`config.mk`:
```
export PLATFORM = sky130hd
export DESIGN_NAME = vga_videoram_scanout
export DESIGN_NICKNAME = d
export VERILOG_FILES = /design/src/rtl/vga_videoram_scanout.sv
export SDC_FILE = /design/constraint.sdc
export NUM_CORES = 1
export LEC_CHECK = 0
export ABC_CLOCK_PERIOD_IN_PS = 4000
export BUFFER_PORTS_ARGS = -buffer_cell sky130_fd_sc_hd__buf_2
export CAP_MARGIN = 20
export CORE_MARGIN = 8
export CORE_UTILIZATION = 51
export CTS_CLUSTER_DIAMETER = 50
export DETAILED_ROUTE_END_ITERATION = 10
export PLACE_DENSITY = 0.85
export SLEW_MARGIN = 5
export SYNTH_ARGS = -nofsm -noshare
export SYNTH_HDL_FRONTEND = slang
export SYNTH_SLANG_ARGS = --single-unit
```
`constraint.sdc`:
```
create_clock -name clk_clk -period 4 [get_ports clk_clk]
set_clock_uncertainty 0.1 [all_clocks]
set_input_delay 0.8 -clock clk_clk [delete_from_list [all_inputs] [get_ports clk_clk]]
set_output_delay 0.8 -clock clk_clk [all_outputs]
set_load 0.01 [all_outputs]
```
`src/rtl/vga_videoram_scanout.sv`:
```
// 640x480@60 VGA scanout of a 320x240 1bpp framebuffer read over the videoram Avalon-MM port.
// Every source pixel is doubled in both directions; the pixel rate is clk_clk/2.
module vga_videoram_scanout #(
    parameter logic [11:0] FG_COLOR = 12'hFFF,
    parameter logic [11:0] BG_COLOR = 12'h000
) (
    input  logic        clk_clk,
    input  logic        reset_reset,
    input  logic        invert,
    output logic [11:0] videoram_address,
    output logic        videoram_chipselect,
    output logic        videoram_clken,
    output logic        videoram_write,
    output logic [31:0] videoram_writedata,
    output logic [3:0]  videoram_byteenable,
    input  logic [31:0] videoram_readdata,
    output logic        vga_hsync,
    output logic        vga_vsync,
    output logic [3:0]  vga_r,
    output logic [3:0]  vga_g,
    output logic [3:0]  vga_b,
    output logic        frame_start
);

    localparam int unsigned CW = 10;
    localparam int unsigned AW = 12;
    localparam int unsigned DW = 32;

    localparam logic [CW-1:0] H_LAST      = 10'd799;
    localparam logic [CW-1:0] H_VIS       = 10'd640;
    localparam logic [CW-1:0] HS_START    = 10'd656;
    localparam logic [CW-1:0] HS_END      = 10'd751;
    localparam logic [CW-1:0] H_PREFETCH  = 10'd768;
    localparam logic [CW-1:0] H_FETCH_END = 10'd576;
    localparam logic [CW-1:0] V_LAST      = 10'd524;
    localparam logic [CW-1:0] V_VIS       = 10'd480;
    localparam logic [CW-1:0] VS_START    = 10'd490;
    localparam logic [CW-1:0] VS_END      = 10'd491;

    logic          phase;
    logic [CW-1:0] h;
    logic [CW-1:0] v;
    logic [DW-1:0] shreg;
    logic [DW-1:0] next_word;
    logic          inv_latched;
    logic          rd_pending;

    logic          tick_c;
    logic [CW-1:0] h_next_c;
    logic [CW-1:0] v_inc_c;
    logic          prefetch_c;
    logic          mid_fetch_c;
    logic [CW-1:0] target_v_c;
    logic [3:0]    word_c;
    logic [AW-1:0] row_c;
    logic [AW-1:0] fetch_addr_c;
    logic          fetch_c;
    logic          visible_c;
    logic          load_c;
    logic [DW-1:0] shreg_eff_c;
    logic          first_c;
    logic          inv_eff_c;
    logic          pix_c;
    logic [11:0]   colour_c;

    assign videoram_clken      = 1'b1;
    assign videoram_write      = 1'b0;
    assign videoram_writedata  = '0;
    assign videoram_byteenable = 4'hF;

    // Timing decode, fetch scheduling and pixel selection for the current tick.
    always_comb begin
        tick_c       = ~phase;
        h_next_c     = (h == H_LAST) ? '0 : h + 10'd1;
        v_inc_c      = (v == V_LAST) ? '0 : v + 10'd1;
        prefetch_c   = (h == H_PREFETCH);
        mid_fetch_c  = (h[5:0] == 6'd32) && (h < H_FETCH_END);
        target_v_c   = prefetch_c ? v_inc_c : v;
        word_c       = prefetch_c ? 4'd0 : 4'((h + 10'd32) >> 6);
        row_c        = AW'(target_v_c >> 1);
        fetch_addr_c = (row_c << 3) + (row_c << 1) + AW'(word_c);
        fetch_c      = tick_c && (prefetch_c || mid_fetch_c) && (target_v_c < V_VIS);
        visible_c    = (h < H_VIS) && (v < V_VIS);
        load_c       = (h[5:0] == 6'd0) && (h < H_VIS);
        // The word loaded on this tick is already the one being displayed.
        shreg_eff_c  = load_c ? next_word : shreg;
        first_c      = (h == '0) && (v == '0);
        inv_eff_c    = first_c ? invert : inv_latched;
        pix_c        = shreg_eff_c[DW-1] ^ inv_eff_c;
        colour_c     = '0;
        if (visible_c) begin
            colour_c = pix_c ? FG_COLOR : BG_COLOR;
        end
    end

    // Counters, RAM read port, shift register and registered video outputs.
    always_ff @(posedge clk_clk) begin
        if (reset_reset) begin
            phase               <= 1'b0;
            h                   <= H_PREFETCH;
            v                   <= V_LAST;
            shreg               <= '0;
            next_word           <= '0;
            inv_latched         <= 1'b0;
            rd_pending          <= 1'b0;
            videoram_address    <= '0;
            videoram_chipselect <= 1'b0;
            vga_hsync           <= 1'b1;
            vga_vsync           <= 1'b1;
            vga_r               <= '0;
            vga_g               <= '0;
            vga_b               <= '0;
            frame_start         <= 1'b0;
        end else begin
            phase               <= ~phase;
            videoram_chipselect <= 1'b0;
            frame_start         <= 1'b0;
            rd_pending          <= videoram_chipselect;
            if (rd_pending) begin
                next_word <= videoram_readdata;
            end
            if (tick_c) begin
                h <= h_next_c;
                if (h == H_LAST) begin
                    v <= v_inc_c;
                end
                if (fetch_c) begin
                    videoram_chipselect <= 1'b1;
                    videoram_address    <= fetch_addr_c;
                end
                if (load_c) begin
                    shreg <= next_word;
                end else if (h[0] && (h < H_VIS)) begin
                    shreg <= shreg << 1;
                end
                if (first_c) begin
                    inv_latched <= invert;
                end
                vga_hsync   <= !((h >= HS_START) && (h <= HS_END));
                vga_vsync   <= !((v >= VS_START) && (v <= VS_END));
                vga_r       <= colour_c[11:8];
                vga_g       <= colour_c[7:4];
                vga_b       <= colour_c[3:0];
                frame_start <= first_c;
            end
        end
    end

endmodule

```
==> results.json, run 1 <==
{
  "synth_edf_count": 0,
  "coreArea_um2": 10790,
  "cp_cell_sequence": "inv_1 -> ha_1 -> or4b_1 -> or3_4 -> o31ai_2 -> fa_1 -> ha_1 -> a21oi_1 -> o211ai_1 -> o211ai_1 -> o21a_1 -> nor3_1 -> mux2_2",
  "worstSetupPathType": "flip-flop to flip-flop",
  "finalPower_w": 0.002140,
  "rr_worst_depth": 13,
  "synth_seq_area_share_pct": 36.95,
  "power_frac_seq_pct": 51.1,
  "cap_violations": 0,
  "required_ns": 4.17,
  "fin_area_um2": 6155,
  "finalCritPeriodShare_pct": 97.14,
  "switching_power_w": 0.0005922,
  "end_kind": "flip-flop",
  "maxSlewHeadroom_pct": 33.31,
  "grt_max_degree": 65,
  "worst_pin_slew_ns": 1.000,
  "outcome": "finished clean",
  "rsz0062_at_grt": "true",
  "netlist_area_um2": 5634,
  "async_flop_share_pct": 0,
  "num_vias": 4375,
  "final_core_util_pct": 57.03,
  "vias_per_cell": 5.309,
  "clock_latency_ns": 0.38,
  "antenna_found_initial": 0,
  "clock_path_buffers": 2,
  "grt-ovfl-total": 0,
  "comb_power_share_pct": 15.7,
  "cts-root-buf": "clkbuf_8",
  "swShare_pct": 27.67,
  "fmax_mhz": 257.3,
  "ant_nets": 0,
  "ir_worst_vdd_mv": 0.2222,
  "syn_area_per_cell_um2": 8.817,
  "clockPowerShare_pct": 33.2,
  "dr.first_iter.drc_count": 323,
  "dp_hpwl_um": 8696,
  "wl_per_cell_um": 14.66,
  "place_area_um2": 5893,
  "area_growth_pct": 9.238,
  "yosys.area.top_type": "dfxtp_1",
  "cts_tree": "done",
  "leakage_nw": 2.455,
  "finalMaxSlewViolations": 0,
  "io_pins": 101,
  "grt_use_total_pct": 16.87,
  "rows": 38,
  "yosys-top-cells-count": "104 x dfxtp_1, 92 x nor2_1, 77 x mux2i_1",
  "yosys_warnings": 0,
  "intPower_w": 0.001548,
  "register_area_um2": 2085,
  "num-nets-final": 738,
  "period_minus_slack_ns": 3.886,
  "synth_cell_types": 55,
  "clk_pin_slew_ns": 0.10,
  "cts_buffers": 9,
  "drive_gt1_share_pct": 18.71,
  "htreeDepth": 3,
  "synth_most_common_cell": "dfxtp_1",
  "drtPass1Iterations": 5,
  "holdWs_ns": 0.3572,
  "synth.area.top_cells": "dfxtp_1 37%, mux2i_1 14%, buf_4 6.5%",
  "numPortBuffers": 62,
  "drc": 0,
  "netlist.area_leader.share_pct": 36.95,
  "crit_slowest_cell": "fa_1",
  "p_per_area_nw_per_um2": 347.7,
  "fillers": 932,
  "synth_ff_type": "dfxtp_1",
  "syn_inst": 639,
  "grt_pass1_wl_um": 20530,
  "dp.cells": 807,
  "dieArea_um2": 14670,
  "hold_violations": 0,
  "path_max_fanout": 8,
  "critical_path.max_stage_delay_ns": 0.51,
  "min_delay_path_depth": 1,
  "crit_arrival_ns": 4.06,
  "gp_congestion": 0.8594,
  "clock-sinks": 104,
  "multi_input_area_um2": 3156,
  "synth-seq-cells": 104,
  "antenna_cells": 0,
  "die_h_um": 121.1,
  "grt_pass1_vias": 4335,
  "fin_cells": 824,
  "startpoint_type": "flip-flop",
  "hp-class": "flip-flop to flip-flop",
  "initial_core_util_pct": 52.20,
  "totalWireLength_um": 12080,
  "die_w_um": 121.1,
  "setup_viol": 0
}
==> registers in the layout, summed over array words and instances, names as in the netlist <==
register             flops
vga_r                    1
h                       10
v                       10
vga_vsync                1
videoram_address        12
vga_hsync                1
next_word               32
shreg                   32
phase                    1
videoram_chipselect      1
frame_start              1
inv_latched              1
rd_pending               1
==> worst max-delay path, delay by kind of cell (launching register included) <==
family | cells | cell delay (ns)
buf+inv | 1 | 0.09
simple gates | 3 | 0.93
flops | 1 | 0.35
fa+ha+maj | 3 | 0.96
mux | 1 | 0.28
compound gates | 5 | 1.06
==> per-layer routing <==
metal  GRT usage (%)  share of wire [%]  up-vias
met5               0                  0        -
li1                -                  -     2209
met2           28.81                 50      103
met4           5.543                1.2        0
met3           4.188                5.0       14
met1           20.25                 43     2049
==> area by class of cell <==
type	count	share of cell area (%)
well taps	140	2.846
flip-flops and latches	104	33.87
inverters	12	0.7319
clock inverters	5	1.098
multi-input cells	468	51.27
repair buffers	84	7.725
clock buffers	11	2.460
==> layout by cell type (no fill, tap or decap), drive strengths merged, types with 6 or more instances in the layout <==
master | Yosys | layout
mux2i | 77 | 77
a211oi | 31 | 31
nor2b | 10 | 10
dfxtp | 104 | 104
nand2 | 42 | 42
ha | 22 | 22
o21ai | 24 | 24
xnor2 | 9 | 9
nand3 | 14 | 14
or3 | 7 | 7
xor2 | 9 | 9
nor3 | 21 | 21
buf | 63 | 84
inv | 12 | 15
a21oi | 14 | 14
nor4 | 6 | 6
conb | 2 | 38
clkbuf | 28 | 11
nor2 | 92 | 92
==> through the flow <==
stage          setup TNS, ns  setup WS [ns]
2_1_floorplan              0        0.03421
3_3_place_gp               0         0.1527
3_5_place_dp        -0.01202       -0.01202
4_1_cts                    0       0.003860
5_1_grt              -0.3412        -0.1248
6_report                   0         0.1142
==> path summary, 6_finish.rpt <==
kind | from | to | slack (ns)
hold reg to reg | videoram_chipselect | rd_pending | 0.36
hold / removal | videoram_chipselect | rd_pending | 0.36
setup reg to reg | h[1] | videoram_address[11] | 0.11
setup / recovery | h[1] | videoram_address[11] | 0.11
==> repair_timing <==
action	in CTS	in global routing
resized for setup	0	14
endpoints found under the setup margin	1	4
pin swaps	1	7
buffers inserted	0	1
hold buffers	0	0
==> kinds of logic after synthesis <==
family,Yosys count,share of synthesized area (%)
AO/OA/AOI/OAI,89,10.44
XOR/XNOR,18,2.798
adder cells (fa/ha/maj),24,5.596
buffers and inverters,103,10.46
flip-flops,104,36.95
multiplexers,81,14.48
other,2,0.1333
AND/OR/NAND/NOR,218,19.14
==> power by group through the flow <==
| stage | Clock, W | Combinational [W] | Sequential [W] |
|---|---|---|---|
| 4_1_cts | 0.000733 | 0.000330 | 0.00109 |
| 3_3_place_gp | 0 | 0.000314 | 0.00112 |
| 2_1_floorplan | 0 | 0.000268 | 0.00111 |
| 5_1_grt | 0.000767 | 0.000374 | 0.00110 |
| 6_report | 0.000711 | 0.000335 | 0.00109 |
| 3_5_place_dp | 0 | 0.000327 | 0.00112 |
No activity file was read; power rests on OpenSTA's default activity.
==> run 2, diff against run 1 <==
PLACE_DENSITY = 0.77   (was 0.85)
==> results.json, run 2 (synthesis results as in run 1) <==
{
  "hold_violations": 0,
  "antenna_found_initial": 1,
  "dieArea_um2": 14670,
  "drive_gt1_share_pct": 20.66,
  "die_w_um": 121.1,
  "fin_area_um2": 6245,
  "rsz0062_at_grt": "true",
  "grt_max_degree": 65,
  "gp_congestion": 0.9112,
  "num_vias": 4436,
  "drtPass1Iterations": 5,
  "dp_slack_ns": 0.006259,
  "outcome": "finished clean",
  "ant_nets": 0,
  "grt_pass1_vias": 4215,
  "numPortBuffers": 62,
  "ctsHoldBuffers": 0,
  "ir_worst_vdd_mv": 0.3049,
  "layout_commonest_cell": "dfxtp_1",
  "die_h_um": 121.1,
  "cts-root-buf": "clkbuf_8",
  "timing.final.ws_setup_ns": 0.08216,
  "initial_core_util_pct": 52.20,
  "crit_arrival_ns": 4.08,
  "htreeDepth": 3,
  "hp-class": "flip-flop to flip-flop",
  "vias_per_cell": 5.332,
  "dp.cells": 806,
  "fillers": 941,
  "grt-ovfl-total": 0,
  "rows": 38,
  "io_pins": 101,
  "final_core_util_pct": 57.86,
  "num-nets-final": 746,
  "clk_pin_slew_ns": 0.10,
  "layout_common_cells": "102 x dfxtp_1, 91 x nor2_1, 77 x mux2i_1",
  "antenna_cells": 0,
  "clock-sinks": 104,
  "period_minus_slack_ns": 3.918,
  "finalMaxSlewViolations": 0,
  "area_growth_pct": 10.84,
  "setup_viol": 0,
  "worst_pin_slew_ns": 1.011,
  "drc": 0,
  "grt_pass1_wl_um": 19770,
  "dp_hpwl_um": 8549,
  "coreArea_um2": 10790,
  "totalWireLength_um": 12310,
  "worstSetupPathType": "flip-flop to flip-flop",
  "leakage_nw": 2.471,
  "cts_tree": "done",
  "startpoint_type": "flip-flop",
  "wl_per_cell_um": 14.80,
  "grt_use_total_pct": 16.18,
  "cap_violations": 0,
  "path_max_fanout": 6,
  "finalCritPeriodShare_pct": 97.95,
  "holdWs_ns": 0.3620,
  "fin_cells": 832,
  "fmax_mhz": 255.2,
  "place_area_um2": 5886,
  "rr_worst_depth": 18,
  "end_kind": "flip-flop",
  "min_delay_path_depth": 2,
  "cts_buffers": 9,
  "dr.first_iter.drc_count": 207,
  "p_per_area_nw_per_um2": 333.2,
  "clock_path_buffers": 2,
  "clock_latency_ns": 0.37,
  "reg_top3": "next_word: 32 flops, shreg: 32 flops, videoram_address: 12 flops",
  "maxSlewHeadroom_pct": 32.62,
  "required_ns": 4.17
}
==> run 2: cell types whose count changed in the layout (fill, tap and decap cells not counted), sizes merged <==
cell / before / now
clkinvlp: 0 / 1
buf: 84 / 92
bufinv: 1 / 0
clkinv: 1 / 0
inv: 15 / 16
==> run 2: power by group <==
group,switching (W),internal (W)
sequential,0.0000289,0.00106
combinational,0.000192,0.000158
clock,0.000382,0.000255
==> run 2: path summary, 6_finish.rpt <==
| check | start | endpoint | slack [ns] |
|---|---|---|---|
| min | videoram_address[4] | videoram_address[4] | 0.36 |
| max | v[1] | videoram_address[10] | 0.08 |
| max reg2reg | v[1] | videoram_address[10] | 0.08 |
| min reg2reg | videoram_address[4] | videoram_address[4] | 0.36 |
==> run 2: worst max-delay path: stages (launching register included) <==
cell       delay (ns)
dfxtp_4          0.38
inv_2            0.05
ha_2             0.15
or4b_4           0.49
nor4b_4          0.32
buf_4            0.18
nor2_2           0.04
o21ai_1          0.12
o21ai_1          0.10
ha_1             0.31
ha_2             0.19
inv_2            0.04
fa_2             0.39
nor2b_4          0.14
o2111ai_2        0.15
a31oi_1          0.19
xnor2_1          0.14
nor2_1           0.06
mux2_4           0.28
==> run 2: metrics by stage <==
| stage | setup TNS (ns) | total power [W] |
|---|---|---|
| after floorplan | 0 | 0.001377 |
| final | 0 | 0.002081 |
| after global placement | 0 | 0.001424 |
| after CTS | 0 | 0.002071 |
| after global routing | -0.2142 | 0.002183 |
| after detailed placement | 0 | 0.001435 |
==> run 2: layer usage <==
metal	vias up	GRT usage, %	routed length, um
met3	20	4.560	768
met5	-	0	13
li1	2227	-	-
met4	2	6.948	223
met1	2073	20.34	5658
met2	114	25.39	5650
==> run 2: final cells by class <==
| cell class | instances | area [um^2] | share of cell area (%) |
|---|---|---|---|
| multi-input cells | 468 | 3216 | 51.49 |
| flip-flops and latches | 104 | 2087 | 33.42 |
| clock buffers | 11 | 141.4 | 2.264 |
| inverters | 12 | 45.04 | 0.7213 |
| repair buffers | 92 | 535.5 | 8.575 |
| clock inverters | 5 | 45.04 | 0.7213 |
| well taps | 140 | 175.2 | 2.805 |
==> run 2: repair_timing <==
action / in CTS / in global routing
pin swaps: 0 / 15
setup endpoints to repair: 1 / 4
setup buffers: 2 / 8
gates cloned: 0 / 0
resized for setup: 0 / 26
==> run 3, diff against run 2 <==
CORE_MARGIN = not set   (was 8)
PLACE_DENSITY = 0.84   (was 0.77)
==> results.json, run 3 (synthesis results as in run 1) <==
{
  "num-nets-final": 742,
  "layout_commonest_cell": "dfxtp_1",
  "fin_area_um2": 6276,
  "die_h_um": 107.1,
  "grt_pass1_wl_um": 18100,
  "clk_pin_slew_ns": 0.10,
  "final.setup.tns_ns": -0.04998,
  "die_w_um": 107.1,
  "ant_nets": 0,
  "dp_hpwl_um": 7532,
  "drtPass1Iterations": 5,
  "antenna_cells": 0,
  "hold_violations": 0,
  "drc": 0,
  "place_area_um2": 5856,
  "startpoint_type": "flip-flop",
  "reg_top3": "next_word: 32 flops, shreg: 32 flops, videoram_address: 12 flops",
  "dieArea_um2": 11470,
  "leakage_nw": 2.456,
  "grt_use_total_pct": 19.51,
  "worstSetupPathType": "flip-flop to flip-flop",
  "wl_per_cell_um": 13.87,
  "rows": 38,
  "timing.final.ws_setup_ns": -0.04998,
  "period_minus_slack_ns": 4.050,
  "drive_gt1_share_pct": 20.96,
  "violations": "setup timing",
  "clock-sinks": 104,
  "setup_viol": 1,
  "coreArea_um2": 10790,
  "finalMaxSlewViolations": 0,
  "fillers": 872,
  "maxSlewHeadroom_pct": 32.34,
  "fmax_mhz": 246.9,
  "num_vias": 4469,
  "cts_buffers": 9,
  "grt-ovfl-total": 0,
  "ir_worst_vdd_mv": 0.2355,
  "grt_max_degree": 65,
  "cap_violations": 0,
  "dp.cells": 802,
  "finalCritPeriodShare_pct": 101.2,
  "vias_per_cell": 5.404,
  "fin_cells": 827,
  "antenna_found_initial": 0,
  "hp-class": "flip-flop to flip-flop",
  "layout_common_cells": "99 x dfxtp_1, 91 x nor2_1, 77 x mux2i_1",
  "p_per_area_nw_per_um2": 339.8,
  "holdWs_ns": 0.3608,
  "htreeDepth": 3,
  "numPortBuffers": 62,
  "clock_path_buffers": 2,
  "grt_pass1_vias": 3929,
  "area_growth_pct": 11.39,
  "clock_latency_ns": 0.37,
  "rsz0062_at_grt": "true",
  "io_pins": 101,
  "cts-root-buf": "clkbuf_8",
  "outcome": "finished, violations left",
  "end_kind": "flip-flop",
  "path_max_fanout": 7,
  "crit_arrival_ns": 4.25,
  "totalWireLength_um": 11470,
  "finalPower_w": 0.002133,
  "gp_congestion": 0.8763,
  "required_ns": 4.20,
  "worst_pin_slew_ns": 1.015,
  "dr.first_iter.drc_count": 286,
  "initial_core_util_pct": 52.20,
  "cts_tree": "done"
}
==> run 3: through the flow <==
| stage | setup WS [ns] | utilization, % |
|---|---|---|
| final | -0.04998 | 58.15 |
| after CTS | 0.03485 | 56.11 |
| after global placement | 0.1246 | 54.25 |
| after detailed placement | -0.002344 | 54.25 |
| after global routing | -0.2010 | 58.15 |
| after floorplan | 0.03421 | - |
==> run 3: timing repair <==
action | in CTS | in global routing
hold buffers | 0 | 0
setup endpoints to repair | 1 | 4
pin swaps | 1 | 15
resized for setup | 0 | 41
hold endpoints to repair | 0 | 0
setup buffers | 1 | 9
==> run 3: report_power, final <==
group	switching [W]	leakage, nW	internal, W	total (W)
sequential	0.0000286	0.843	0.00106	0.00109
clock	0.000374	0.0909	0.000293	0.000667
combinational	0.000200	1.52	0.000172	0.000373
total	0.000603	2.46	0.00153	0.00213
==> run 3: worst paths after layout <==
check | startpoint | end | slack [ns] | cells past startpoint
worst min register to register | videoram_address[2] | videoram_address[2] | 0.36 | 2
worst min-delay path | videoram_address[2] | videoram_address[2] | 0.36 | 2
worst max register to register | v[1] | videoram_address[9] | -0.05 | 18
worst max-delay path | v[1] | videoram_address[9] | -0.05 | 18
==> run 3: cell type report <==
cell class	count	area (um^2)	area share, %
clock buffer	10	127.6	2.033
clock inverter	5	65.06	1.037
inverter	12	50.05	0.7974
multi-input combinational	468	3259	51.93
sequential	104	2093	33.35
tap	140	175.2	2.791
timing repair buffer	88	505.5	8.054
==> run 3: critical path, cell delays in order, from the launching register on <==
cell and delay, ns:
dfxtp_4 0.38, inv_4 0.06, ha_4 0.12, or4b_4 0.47, nor4b_4 0.31, buf_4 0.18, buf_4 0.14, nor2b_1 0.06
o21ai_0 0.22, o31ai_2 0.13, ha_1 0.35, ha_4 0.33, nand3_1 0.09, o211ai_1 0.30, o211ai_1 0.17, buf_4 0.17
xnor2_1 0.18, nand2_1 0.07, mux2i_1 0.14
==> run 3: per-layer routing <==
| metal | global-route usage (%) | wire length [um] | vias to the layer above | share of wire, % |
|---|---|---|---|---|
| met2 | 31.29 | 5661 | 140 | 49 |
| met5 | 0 | 0 | - | 0 |
| met4 | 6.947 | 171 | 0 | 1.5 |
| li1 | - | - | 2214 | - |
| met1 | 25.49 | 5125 | 2097 | 45 |
| met3 | 4.681 | 510 | 18 | 4.4 |
